<file path="src/rtl/multicycle_control.sv">
// Moore control FSM for a shared-memory multicycle MIPS datapath.
// Define CTRL_BLTGT_EN to add blt (000110) / bgt (000111) branches.
module multicycle_control #(
    parameter int unsigned ALUOP_W         = 4,
    parameter int unsigned TRAP_ON_ILLEGAL = 1
) (
    input  logic               clk,
    input  logic               rst,
    input  logic [5:0]         Opcode,
    input  logic [5:0]         func,
    input  logic               Zero,
    input  logic               lt,
    input  logic               gt,
    input  logic               mem_ready,
    output logic               mem_read,
    output logic               mem_write,
    output logic               ior_d,
    output logic               ir_write,
    output logic               pc_write,
    output logic [1:0]         pc_source,
    output logic               alu_src_a,
    output logic [1:0]         alu_src_b,
    output logic [ALUOP_W-1:0] alu_op,
    output logic               reg_dst,
    output logic               mem_to_reg,
    output logic               reg_write,
    output logic               illegal,
    output logic [3:0]         state_o
);

    typedef enum logic [3:0] {
        StFetch  = 4'd0,
        StDecode = 4'd1,
        StMemAdr = 4'd2,
        StMemRd  = 4'd3,
        StMemWb  = 4'd4,
        StMemWr  = 4'd5,
        StExec   = 4'd6,
        StAluWb  = 4'd7,
        StBranch = 4'd8,
        StJump   = 4'd9,
        StTrap   = 4'd10
    } state_e;

    localparam logic [5:0] OpRtype = 6'b000000;
    localparam logic [5:0] OpJ     = 6'b000010;
    localparam logic [5:0] OpBeq   = 6'b000100;
    localparam logic [5:0] OpBne   = 6'b000101;
    localparam logic [5:0] OpAddi  = 6'b001000;
    localparam logic [5:0] OpSlti  = 6'b001010;
    localparam logic [5:0] OpAndi  = 6'b001100;
    localparam logic [5:0] OpOri   = 6'b001101;
    localparam logic [5:0] OpLw    = 6'b100011;
    localparam logic [5:0] OpSw    = 6'b101011;
`ifdef CTRL_BLTGT_EN
    localparam logic [5:0] OpBlt   = 6'b000110;
    localparam logic [5:0] OpBgt   = 6'b000111;
`endif

    localparam logic [5:0] FnAdd = 6'b100000;
    localparam logic [5:0] FnSub = 6'b100010;
    localparam logic [5:0] FnAnd = 6'b100100;
    localparam logic [5:0] FnOr  = 6'b100101;
    localparam logic [5:0] FnSlt = 6'b101010;

    localparam logic [3:0] AluAdd = 4'b0000;
    localparam logic [3:0] AluSub = 4'b0001;
    localparam logic [3:0] AluAnd = 4'b0010;
    localparam logic [3:0] AluOr  = 4'b0011;
    localparam logic [3:0] AluSlt = 4'b0101;

    state_e     state_q, state_d, dec_target;
    logic [5:0] op_q, op_d;
    logic [5:0] func_q, func_d;
    logic       illegal_q, illegal_d;
    logic       dec_legal;
    logic [3:0] alu_code;

`ifndef CTRL_BLTGT_EN
    logic unused_ltgt;
    assign unused_ltgt = lt ^ gt;
`endif

    always_ff @(posedge clk) begin
        if (rst) begin
            state_q   <= StFetch;
            op_q      <= '0;
            func_q    <= '0;
            illegal_q <= 1'b0;
        end else begin
            state_q   <= state_d;
            op_q      <= op_d;
            func_q    <= func_d;
            illegal_q <= illegal_d;
        end
    end

    // Dispatch from the live IR fields; only consulted while in StDecode.
    always_comb begin
        dec_legal  = 1'b1;
        dec_target = StFetch;
        case (Opcode)
            OpRtype: begin
                dec_target = StExec;
                dec_legal  = func inside {FnAdd, FnSub, FnAnd, FnOr, FnSlt};
            end
            OpLw, OpSw:                     dec_target = StMemAdr;
            OpAddi, OpSlti, OpAndi, OpOri:  dec_target = StExec;
            OpBeq, OpBne:                   dec_target = StBranch;
`ifdef CTRL_BLTGT_EN
            OpBlt, OpBgt:                   dec_target = StBranch;
`endif
            OpJ:                            dec_target = StJump;
            default:                        dec_legal  = 1'b0;
        endcase
        if (!dec_legal) begin
            dec_target = (TRAP_ON_ILLEGAL != 0) ? StTrap : StFetch;
        end
    end

    always_comb begin
        state_d = state_q;
        op_d    = op_q;
        func_d  = func_q;
        case (state_q)
            StFetch:  if (mem_ready) state_d = StDecode;
            StDecode: begin
                state_d = dec_target;
                op_d    = Opcode;
                func_d  = func;
            end
            StMemAdr: state_d = (op_q == OpSw) ? StMemWr : StMemRd;
            StMemRd:  if (mem_ready) state_d = StMemWb;
            StMemWb:  state_d = StFetch;
            StMemWr:  if (mem_ready) state_d = StFetch;
            StExec:   state_d = StAluWb;
            StAluWb:  state_d = StFetch;
            StBranch: state_d = StFetch;
            StJump:   state_d = StFetch;
            StTrap:   state_d = StTrap;
            default:  state_d = StFetch;
        endcase
        illegal_d = illegal_q | (state_d == StTrap);
    end

    always_comb begin
        mem_read   = 1'b0;
        mem_write  = 1'b0;
        ior_d      = 1'b0;
        ir_write   = 1'b0;
        pc_write   = 1'b0;
        pc_source  = 2'b00;
        alu_src_a  = 1'b0;
        alu_src_b  = 2'b00;
        alu_code   = AluAdd;
        reg_dst    = 1'b0;
        mem_to_reg = 1'b0;
        reg_write  = 1'b0;
        if (!rst) begin
            case (state_q)
                StFetch: begin
                    mem_read  = 1'b1;
                    alu_src_b = 2'b01;
                    ir_write  = mem_ready;
                    pc_write  = mem_ready;
                end
                StDecode: alu_src_b = 2'b11;
                StMemAdr: begin
                    alu_src_a = 1'b1;
                    alu_src_b = 2'b10;
                end
                StMemRd: begin
                    mem_read = 1'b1;
                    ior_d    = 1'b1;
                end
                StMemWb: begin
                    reg_write  = 1'b1;
                    mem_to_reg = 1'b1;
                end
                StMemWr: begin
                    mem_write = 1'b1;
                    ior_d     = 1'b1;
                end
                StExec: begin
                    alu_src_a = 1'b1;
                    if (op_q == OpRtype) begin
                        case (func_q)
                            FnSub:   alu_code = AluSub;
                            FnAnd:   alu_code = AluAnd;
                            FnOr:    alu_code = AluOr;
                            FnSlt:   alu_code = AluSlt;
                            default: alu_code = AluAdd;
                        endcase
                    end else begin
                        alu_src_b = 2'b10;
                        case (op_q)
                            OpSlti:  alu_code = AluSlt;
                            OpAndi:  alu_code = AluAnd;
                            OpOri:   alu_code = AluOr;
                            default: alu_code = AluAdd;
                        endcase
                    end
                end
                StAluWb: begin
                    reg_write = 1'b1;
                    reg_dst   = (op_q == OpRtype);
                end
                StBranch: begin
                    alu_src_a = 1'b1;
                    alu_code  = AluSub;
                    pc_source = 2'b01;
                    case (op_q)
                        OpBeq:   pc_write = Zero;
                        OpBne:   pc_write = ~Zero;
`ifdef CTRL_BLTGT_EN
                        OpBlt:   pc_write = lt;
                        OpBgt:   pc_write = gt;
`endif
                        default: pc_write = 1'b0;
                    endcase
                end
                StJump: begin
                    pc_source = 2'b10;
                    pc_write  = 1'b1;
                end
                default: ;
            endcase
        end
        alu_op = ALUOP_W'(alu_code);
    end

    assign illegal = illegal_q;
    assign state_o = state_q;

endmodule

</file>
<file path="config.mk">
export PLATFORM = sky130hd
export DESIGN_NAME = multicycle_control
export DESIGN_NICKNAME = d
export VERILOG_FILES = /design/src/rtl/multicycle_control.sv
export SDC_FILE = /design/constraint.sdc
export NUM_CORES = 1
export LEC_CHECK = 0
export BUFFER_PORTS_ARGS = -buffer_cell sky130_fd_sc_hd__buf_2
export CAP_MARGIN = 20
export CORE_MARGIN = 2
export CORE_UTILIZATION = 30
export CTS_BUF_LIST = sky130_fd_sc_hd__clkbuf_8
export DETAILED_ROUTE_END_ITERATION = 8
export GPL_TIMING_DRIVEN = 0
export PLACE_DENSITY_LB_ADDON = 0.25
export SLEW_MARGIN = 40
export SYNTH_ARGS = -nofsm -noshare
export SYNTH_HDL_FRONTEND = slang
export SYNTH_SLANG_ARGS = --single-unit
</file>
<file path="constraint.sdc">
create_clock -name clk -period 3.2 [get_ports clk]
set_clock_uncertainty 0.1 [all_clocks]
set_input_delay 0.16 -clock clk [delete_from_list [all_inputs] [get_ports clk]]
set_output_delay 0.16 -clock clk [all_outputs]
set_load 0.05 [all_outputs]
</file>
* Word-level counts from Yosys, hierarchy flattened *
Index checks and enable logic that the tools add are counted.
Widths: inputs -> output; s select.

word-level totals
  register bits after elaboration = 17
  logic and storage cells = 90

operators by class
  eq/ne operators = 35
  mux-type cells = 37
  bitwise operators = 2
  reduce and logical (&&, ||, !) cells = 12

operators by type and width
  kind                number
  $eq 6x6->1 const B  12
  $eq 6x4->1 const B  7
  $pmux 4 s7          1
  $eq 6x3->1 const B  4
  $mux 4              6
  $mux 1              17
  $eq 4x3->1 const B  4
  $eq 4x4->1 const B  4
  $pmux 4 s4          1
  $logic_not 6->1     2
  $pmux 3 s4          1
  $reduce_or 2->1     5
  $pmux 3 s3          1
  $reduce_or 9->1     1
  $eq 4x2->1 const B  2
  $pmux 2 s4          1
  $pmux 4 s2          1
  $eq 6x2->1 const B  1
  $mux 2              3
  $reduce_bool 5->1   1
  $reduce_or 5->1     1
  $eq 4x1->1 const B  1
  $logic_not 4->1     1
  $pmux 1 s2          2
  other kinds (6)     6

* Logic depth before layout (Yosys ltp) *
Gate-level depths: netlist of the first run.

  word-level depth = 7
  mapped depth = 7
  depth with buffers taken out = 5

* Worst setup path after synthesis of the first run *
Ideal clock, no wire load.

  path type = reg-to-output
  start point = reg state_q[3] (netlist: state_o[3])
  end point = out alu_op[0]
  arrival = 3.000 ns
  required time = 2.940 ns
  setup slack = -0.060 ns
  cell stages (with the launch flop) = 6
  path buffers = 1
  cells stage by stage = dfxtp_1 > buf_2 > inv_1 > or3_1 > nor3_1 > o21bai_1

between the ends
  cells in the longest elaborated chain, start to end = 3
  elaborated cells on any way between the ends = 4
  classes of those cells = eq/ne: 2; mux: 2

ends and longest elaborated chain
  item                                             RTL line  text
  start, declared                                  72        state_e state_q, state_d, dec_target;
  start signal, assigned                           86        state_q <= StFetch;
  start signal, assigned                           91        state_q <= state_d;
  $eq 4x4->1 / $eq 4x3->1 (equally long branches)  160       case (state_q)
  $pmux 4 s2 (*)                                   160
  $mux 4 (*)                                       159       if (!rst) begin
  end, declared                                    23        output logic [ALUOP_W-1:0] alu_op,

Every way passes the cells marked *; elsewhere a longest branch is shown, timed or not.

* Final worst setup path of the first run *
  start point = reg op_q[0]
  end point = out reg_dst

between the ends
  cells in the longest elaborated chain, start to end = 3

ends and longest elaborated chain
  item                    RTL line  text
  start, declared         73        logic [5:0] op_q, op_d;
  start signal, assigned  92        op_q <= op_d;
  $logic_not 6->1         206       reg_dst = (op_q == OpRtype);
  $mux 1                  160
  $mux 1                  159
  end, declared           24        output logic reg_dst,

Every way passes these cells.

==> impl_metrics.sql, run 1 <==
INSERT INTO impl_metrics (metric_group, metric, value, unit) VALUES
('critical_path', 'timing.critical_path.max_delay_family', 'simple AND/OR/NAND/NOR gates', ''),
('clock_tree', 'worstSkewPairLatency', '0.25', 'ns'),
('critical_path', 'worst_ep_required_time', '2.94', 'ns'),
('critical_path', 'startpoint_type', 'flip-flop', ''),
('placement', 'post_dp_hpwl', '2670', 'um'),
('floorplanning', 'ioPinCount', '40', ''),
('clock_tree', 'cts-htree-levels', '1', ''),
('clock_tree', 'cts_setup_buffers', '0', ''),
('cells_and_area', 'n_fill_cell', '441', ''),
('cells_and_area', 'most_common_cell_after_layout_fill_and_taps_aside', 'sky130_fd_sc_hd__buf_2', ''),
('clock_tree', 'cts_hold_buffers', '0', ''),
('detailed_routing', 'antenna_violating_nets_left', '0', ''),
('timing', 'rsz0062_at_grt', 'no', ''),
('global_route', 'antenna_found_initial', '0', ''),
('global_route', 'grt.overflow.total', '0', ''),
('timing', 'timing.setup.tns', '0', 'ns'),
('cells_and_area', 'finish.net_count', '240', ''),
('run', 'max_cap_violations', '0', ''),
('timing', 'final_hold_viol_count', '0', ''),
('detailed_routing', 'drc_errors', '0', ''),
('timing', 'fmax', '0.427', 'GHz'),
('cells_and_area', 'number_of_diodes_added_for_antenna_fixing', '0', ''),
('yosys', 'syn_inst_count', '182', ''),
('detailed_routing', 'detail_route.vias_per_cell', '5.04', ''),
('global_route', 'grt_start_max_net_pins', '11', ''),
('yosys', 'syn_nets', '200', ''),
('timing', 'post_route_minimum_period', '2.34', 'ns'),
('cells_and_area', 'finish.instance_area', '0.00153', 'mm^2'),
('clock_tree', 'post_cts_resize_count', '0', ''),
('clock_tree', 'cts_tree', 'yes', ''),
('clock_tree', 'cts_root_buffer', 'sky130_fd_sc_hd__clkbuf_8', ''),
('yosys', 'syn_area', '0.00123', 'mm^2'),
('power_and_ir_drop', 'total_power', '881', 'uW'),
('placement', 'number_of_buffers_inserted_by_port_buffering', '35', ''),
('placement', 'post-place-ws', '1.14', 'ns'),
('timing', 'finalWorstSetupSlack', '0.860', 'ns'),
('hold_path', 'worst_hold_startpoint', 'func[0]', ''),
('yosys', 'syn_area_per_cell', '6.75', 'um^2'),
('critical_path', 'reg2reg_from', 'state_o[1]', ''),
('critical_path', 'worstPathBufferInverterCount', '1', ''),
('yosys', 'synth.yosys.seq_area_share', '27.7', '%'),
('power_and_ir_drop', 'power_per_cell_area', '576', 'mW/mm^2'),
('critical_path', 'critPathLaunch', 'op_q[0]', ''),
('cells_and_area', 'syn_to_final_growth', '24.5', '%'),
('cells_and_area', 'most_frequent_cells_in_the_layout', 'sky130_fd_sc_hd__buf_2 (40), sky130_fd_sc_hd__nand2_1 (32), sky130_fd_sc_hd__a21oi_1 (26)', ''),
('critical_path', 'critical_path.cell_chain', 'or4_4, nor3_1, nor4b_2, buf_2', ''),
('floorplanning', 'core', '0.00397', 'mm^2'),
('power_and_ir_drop', 'p_leak', '0.608', 'nW'),
('status', 'run_status', 'finished, final reports clean', ''),
('clock_tree', 'clock-sinks', '17', ''),
('yosys', 'post_synth_num_cell_types', '38', ''),
('critical_path', 'endpoint_kind_of_the_worst_setup_timing_path', 'primary output', ''),
('critical_path', 'max_fanout_on_critical_path', '5', ''),
('critical_path', 'critPathArrivalTime', '2.08', 'ns'),
('critical_path', 'critical_path_max_stage_delay', '0.58', 'ns'),
('detailed_routing', 'drt_pass1_iterations', '4', ''),
('global_route', 'global_route_wire_length_before_repair', '5570', 'um'),
('clock_tree', 'reg_clk_slew_reported_paths', '0.07', 'ns'),
('floorplanning', 'die_h', '68.0', 'um'),
('yosys', 'ys.warnings.count', '0', ''),
('global_route', 'number_of_global_route_vias_before_repair', '1166', ''),
('detailed_routing', 'drt_iter0_markers', '119', ''),
('timing', 'setup_viol', '0', ''),
('detailed_routing', 'detail_route.wirelength', '3410', 'um'),
('placement', 'postPlaceCellArea', '0.00148', 'mm^2'),
('detailed_routing', 'route.detailed.wl_per_inst', '12.6', 'um'),
('floorplanning', 'die_area', '0.00462', 'mm^2'),
('placement', 'gp_routability_congestion', '0.801', ''),
('clock_tree', 'number_of_buffers_added_by_the_clock_tree_synthesis_step', '3', ''),
('cells_and_area', 'post_route_cells_drive_above_1_share', '24.0', '%'),
('critical_path', 'worst_setup_path_type', 'reg -> out', '');
-- final timing paths --
check	to	slack, ns	cells after the start
max	reg_dst	0.86	4
min	func_q[0]	0.05	3
min reg2reg	func_q[4]	0.35	2
max reg2reg	illegal	1.40	5
-- area by class of cell --
class	count	area [um^2]	area share (%)
Inverter	5	18.8	1.23
Timing Repair Buffer	35	175	11.4
Clock buffer	3	41.3	2.70
Multi-Input combinational cell	148	832	54.4
Tap cell	50	62.6	4.09
Buffer	12	55.1	3.60
Sequential cell	17	340	22.2
Clock inverter	1	5.00	0.327
-- registers in the layout, indices dropped and copies added (netlist names) --
name     flops
func_q       6
illegal      1
op_q         6
state_o      4
-- synth_stat cells, drive strengths merged --
master,n,area share (%)
a211oi,3,1.8
a21o,1,0.61
a21oi,26,11
a221o,1,0.81
a2bb2oi,1,0.71
a32oi,1,0.71
and4,1,0.71
buf,7,3.0
clkbuf,5,1.5
conb,1,0.31
dfxtp,17,28
inv,5,1.5
mux2i,1,0.81
nand2,32,9.8
nand2b,10,5.7
nand3,3,1.2
nand4b,1,0.71
nor2,14,4.3
nor2b,1,0.51
nor3,11,4.9
nor3b,5,3.1
nor4,5,2.5
nor4b,4,2.9
o21a,1,0.61
o21ai,11,4.5
o21bai,2,1.2
o31ai,2,1.2
o32ai,1,0.71
or2,3,1.5
or3,3,1.5
or4,1,0.92
xnor2,2,1.4
-- power by group --
part / switching (mW) / leakage [nW] / internal [mW]
Sequential: 0.0318 / 0.139 / 0.244
Clock: 0.0759 / 0.0255 / 0.0864
Combinational: 0.306 / 0.444 / 0.137
Total: 0.413 / 0.608 / 0.468
-- worst register-to-register path, cell delays in order, from the launching register on --
cell and delay, ns:
sky130_fd_sc_hd__dfxtp_1 0.47, sky130_fd_sc_hd__inv_1 0.13, sky130_fd_sc_hd__nor2_1 0.34, sky130_fd_sc_hd__nand2_1 0.10, sky130_fd_sc_hd__a221o_1 0.38, sky130_fd_sc_hd__o31ai_1 0.20
-- through the flow --
step | cells | hold WS (ns) | util, %
floorplan | 182 | 0.129 | -
global placement | 267 | 0.318 | 37.4
detailed placement | 267 | 0.317 | 37.4
CTS | 271 | 0.0494 | 38.5
global route | 271 | 0.0585 | 38.5
finish | 271 | 0.0512 | 38.5
-- layer usage --
| layer | wire (um) | track usage (%) |
|---|---|---|
| met1 | 1830 | 24.0 |
| met2 | 1330 | 21.8 |
| met3 | 206 | 2.47 |
| met4 | 43 | 5.25 |
| met5 | 0 | 0 |
-- kinds of logic after synthesis --
kind of cell | synth area share [%]
XOR/XNOR | 1.43
buffers and inverters | 6.01
other | 0.305
AND/OR/NAND/NOR | 40.2
flip-flops | 27.7
AO/OA/AOI/OAI | 23.5
multiplexers | 0.815
Note: power is estimated with default switching activity, not from simulation.
==> run 2: changes to the inputs <==
Clock period 3.2 ns to 2.1 ns, I/O delays scaled along.
==> run 2 against run 1 <==
The flow now finishes with violations (negative setup slack). Design area is 12% higher. Setup slack worse by 0.86 ns. Power is 64% higher. Die area stayed put. Count of clock-buffer cells in the layout stayed put. Via count is 2.9% higher. First-iteration DRC count is 34% lower. Non-clock buffer count is 4 higher. Highest routed layer unchanged. Wire length is 3.9% higher. Sequential cell count stayed put. Combinational power is 77% higher.
==> impl_metrics.sql, run 2 (synthesis results as in run 1) <==
INSERT INTO impl_metrics (metric_group, metric, value, unit) VALUES
('critical_path', 'critical_path.cell_chain', 'or4_4, or2_0, a21oi_1, o21ai_1, o21bai_2, buf_6', ''),
('cells_and_area', 'syn_to_final_growth', '38.9', '%'),
('hold_path', 'hold_class', 'in -> reg', ''),
('placement', 'gp_routability_congestion', '0.839', ''),
('power_and_ir_drop', 'power.clock.fraction', '16.6', '%'),
('cells_and_area', 'finish.net_count', '244', ''),
('detailed_routing', 'antenna_violating_nets_left', '0', ''),
('timing', 'setup_viol', '1', ''),
('cells_and_area', 'finish.instance_area', '0.00171', 'mm^2'),
('global_route', 'global_route_wire_length_before_repair', '5620', 'um'),
('hold_path', 'min_delay_path_depth', '3', ''),
('clock_tree', 'cts-htree-levels', '1', ''),
('timing', 'finalWorstSetupSlack', '-0.000923', 'ns'),
('placement', 'postPlaceCellArea', '0.00158', 'mm^2'),
('clock_tree', 'cts_root_buffer', 'sky130_fd_sc_hd__clkbuf_8', ''),
('critical_path', 'max_fanout_on_critical_path', '5', ''),
('critical_path', 'worstPathBufferInverterCount', '1', ''),
('detailed_routing', 'drc_errors', '0', ''),
('floorplanning', 'floorplan.initialDensity', '30.9', '%'),
('cells_and_area', 'number_of_diodes_added_for_antenna_fixing', '0', ''),
('power_and_ir_drop', 'p_sw', '680', 'uW'),
('cells_and_area', 'fin_cells', '275', ''),
('global_route', 'antenna_found_initial', '0', ''),
('critical_path', 'critical_path_max_stage_delay', '0.57', 'ns'),
('critical_path', 'timing.critical_path.max_delay_family', 'simple AND/OR/NAND/NOR gates', ''),
('detailed_routing', 'drt_pass1_iterations', '4', ''),
('clock_tree', 'reg_clk_slew_reported_paths', '0.07', 'ns'),
('critical_path', 'critPathArrivalTime', '1.90', 'ns'),
('critical_path', 'worst_setup_path_type', 'reg -> out', ''),
('critical_path', 'startpoint_type', 'flip-flop', ''),
('detailed_routing', 'detail_route.wirelength', '3540', 'um'),
('floorplanning', 'chipWidth', '68.0', 'um'),
('timing', 'post_route_minimum_period', '2.10', 'ns'),
('power_and_ir_drop', 'p_leak', '0.670', 'nW'),
('power_and_ir_drop', 'power_switching_share', '46.9', '%'),
('detailed_routing', 'via_count', '1404', ''),
('floorplanning', 'core', '0.00397', 'mm^2'),
('critical_path', 'worst_ep_required_time', '1.89', 'ns'),
('detailed_routing', 'route.detailed.wl_per_inst', '12.9', 'um'),
('power_and_ir_drop', 'ir_worst_vdd', '0.320', 'mV'),
('clock_tree', 'cts_hold_buffers', '0', ''),
('detailed_routing', 'detail_route.vias_per_cell', '5.11', ''),
('critical_path', 'worst_path_max_delay_cell', 'sky130_fd_sc_hd__or4_4', ''),
('status', 'violations_in_the_final_reports', 'negative setup slack', ''),
('floorplanning', 'die_area', '0.00462', 'mm^2'),
('global_route', 'grt_start_max_net_pins', '11', ''),
('status', 'run_status', 'finished, violations left', ''),
('critical_path', 'timing.critical_path.depth', '6', ''),
('cells_and_area', 'n_fill_cell', '433', ''),
('run', 'max_cap_violations', '0', ''),
('floorplanning', 'ioPinCount', '40', ''),
('timing', 'rsz0062_at_grt', 'yes', ''),
('clock_tree', 'clock-sinks', '17', ''),
('clock_tree', 'worstSkewPairLatency', '0.25', 'ns'),
('critical_path', 'endpoint_kind_of_the_worst_setup_timing_path', 'primary output', ''),
('cells_and_area', 'post_route_cells_drive_above_1_share', '34.7', '%'),
('power_and_ir_drop', 'combPwrFrac', '53.9', '%'),
('critical_path', 'timing.reg2reg.worst_path_depth', '6', ''),
('timing', 'layout_worst_path_cycle_share', '100', '%'),
('timing', 'final_hold_viol_count', '0', ''),
('floorplanning', 'rows', '23', ''),
('timing', 'whs', '0.0114', 'ns'),
('clock_tree', 'number_of_buffers_added_by_the_clock_tree_synthesis_step', '3', ''),
('placement', 'number_of_buffers_inserted_by_port_buffering', '35', ''),
('cells_and_area', 'finish.utilization', '43.0', '%'),
('cells_and_area', 'most_common_cell_after_layout_fill_and_taps_aside', 'sky130_fd_sc_hd__buf_2', ''),
('global_route', 'global_route.usage.total', '16.1', '%'),
('power_and_ir_drop', 'power_report.internal_total', '769', 'uW'),
('global_route', 'number_of_global_route_vias_before_repair', '1201', ''),
('timing', 'fmax', '0.476', 'GHz'),
('clock_tree', 'cts_tree', 'yes', ''),
('timing', 'final_slew_violations', '0', ''),
('placement', 'post_dp_hpwl', '2770', 'um'),
('timing', 'timing.setup.tns', '-0.000923', 'ns'),
('detailed_routing', 'drt_iter0_markers', '79', ''),
('placement', 'post-place-cells', '267', ''),
('power_and_ir_drop', 'power_per_cell_area', '849', 'mW/mm^2'),
('power_and_ir_drop', 'power.share.sequential', '29.5', '%'),
('floorplanning', 'die_h', '68.0', 'um'),
('global_route', 'grt.overflow.total', '0', ''),
('cells_and_area', 'most_frequent_cells_in_the_layout', 'sky130_fd_sc_hd__buf_2 (36), sky130_fd_sc_hd__nand2_1 (32), sky130_fd_sc_hd__a21oi_1 (26)', ''),
('clock_tree', 'clock_path_buffers', '2', '');
run 2: path summary, 6_finish.rpt:
check	from	slack, ns	to
worst max-delay path	op_q[5]	-0.0009	alu_op[0]
worst min-delay path	func[4]	0.01	func_q[4]
worst max register to register	state_o[0]	0.29	op_q[1]
worst min register to register	func_q[5]	0.36	func_q[5]
run 2: layer usage:
metal	vias to the layer above	GRT usage (%)	part of all wire, %
met4	0	6.00	0.82
li1	733	-	-
met2	41	24.4	43
met1	628	22.5	51
met5	-	0	0
met3	2	2.96	5.6
run 2: tightest hold or removal path, cell delays in order:
cell and delay, ns:
sky130_fd_sc_hd__buf_2 0.11, sky130_fd_sc_hd__nand2_1 0.05, sky130_fd_sc_hd__a21oi_1 0.05
run 2: per-stage QoR:
step                setup WS (ns)  power [mW]
global route              -0.0934        1.55
finish                  -0.000923        1.45
global placement          0.00638        1.15
CTS                       0.00708        1.43
detailed placement         0.0540        1.15
floorplan                  -0.186       0.995
run 2: cell type report:
| cell class | instances | area [um^2] | area share (%) |
|---|---|---|---|
| multi-input combinational | 148 | 950 | 55.6 |
| tap | 50 | 62.6 | 3.67 |
| inverter | 5 | 18.8 | 1.10 |
| sequential | 17 | 347 | 20.3 |
| clock buffer | 3 | 41.3 | 2.42 |
| clock inverter | 1 | 5.00 | 0.293 |
| buffer | 12 | 57.6 | 3.37 |
| timing repair buffer | 39 | 225 | 13.2 |
run 2: timing repair:
item                                    CTS  global route
setup buffers                             1             3
resized for setup                        11             7
pin swaps                                 4             1
endpoints found under the setup margin    5            12
run 2: power groups by stage:
stage          registers [mW]  logic (mW)  clock network, mW
2_1_floorplan           0.486       0.509                  0
3_3_place_gp            0.429       0.723                  0
3_5_place_dp            0.431       0.723                  0
4_1_cts                 0.425       0.752              0.250
5_1_grt                 0.434       0.844              0.270
6_report                0.427       0.782              0.241
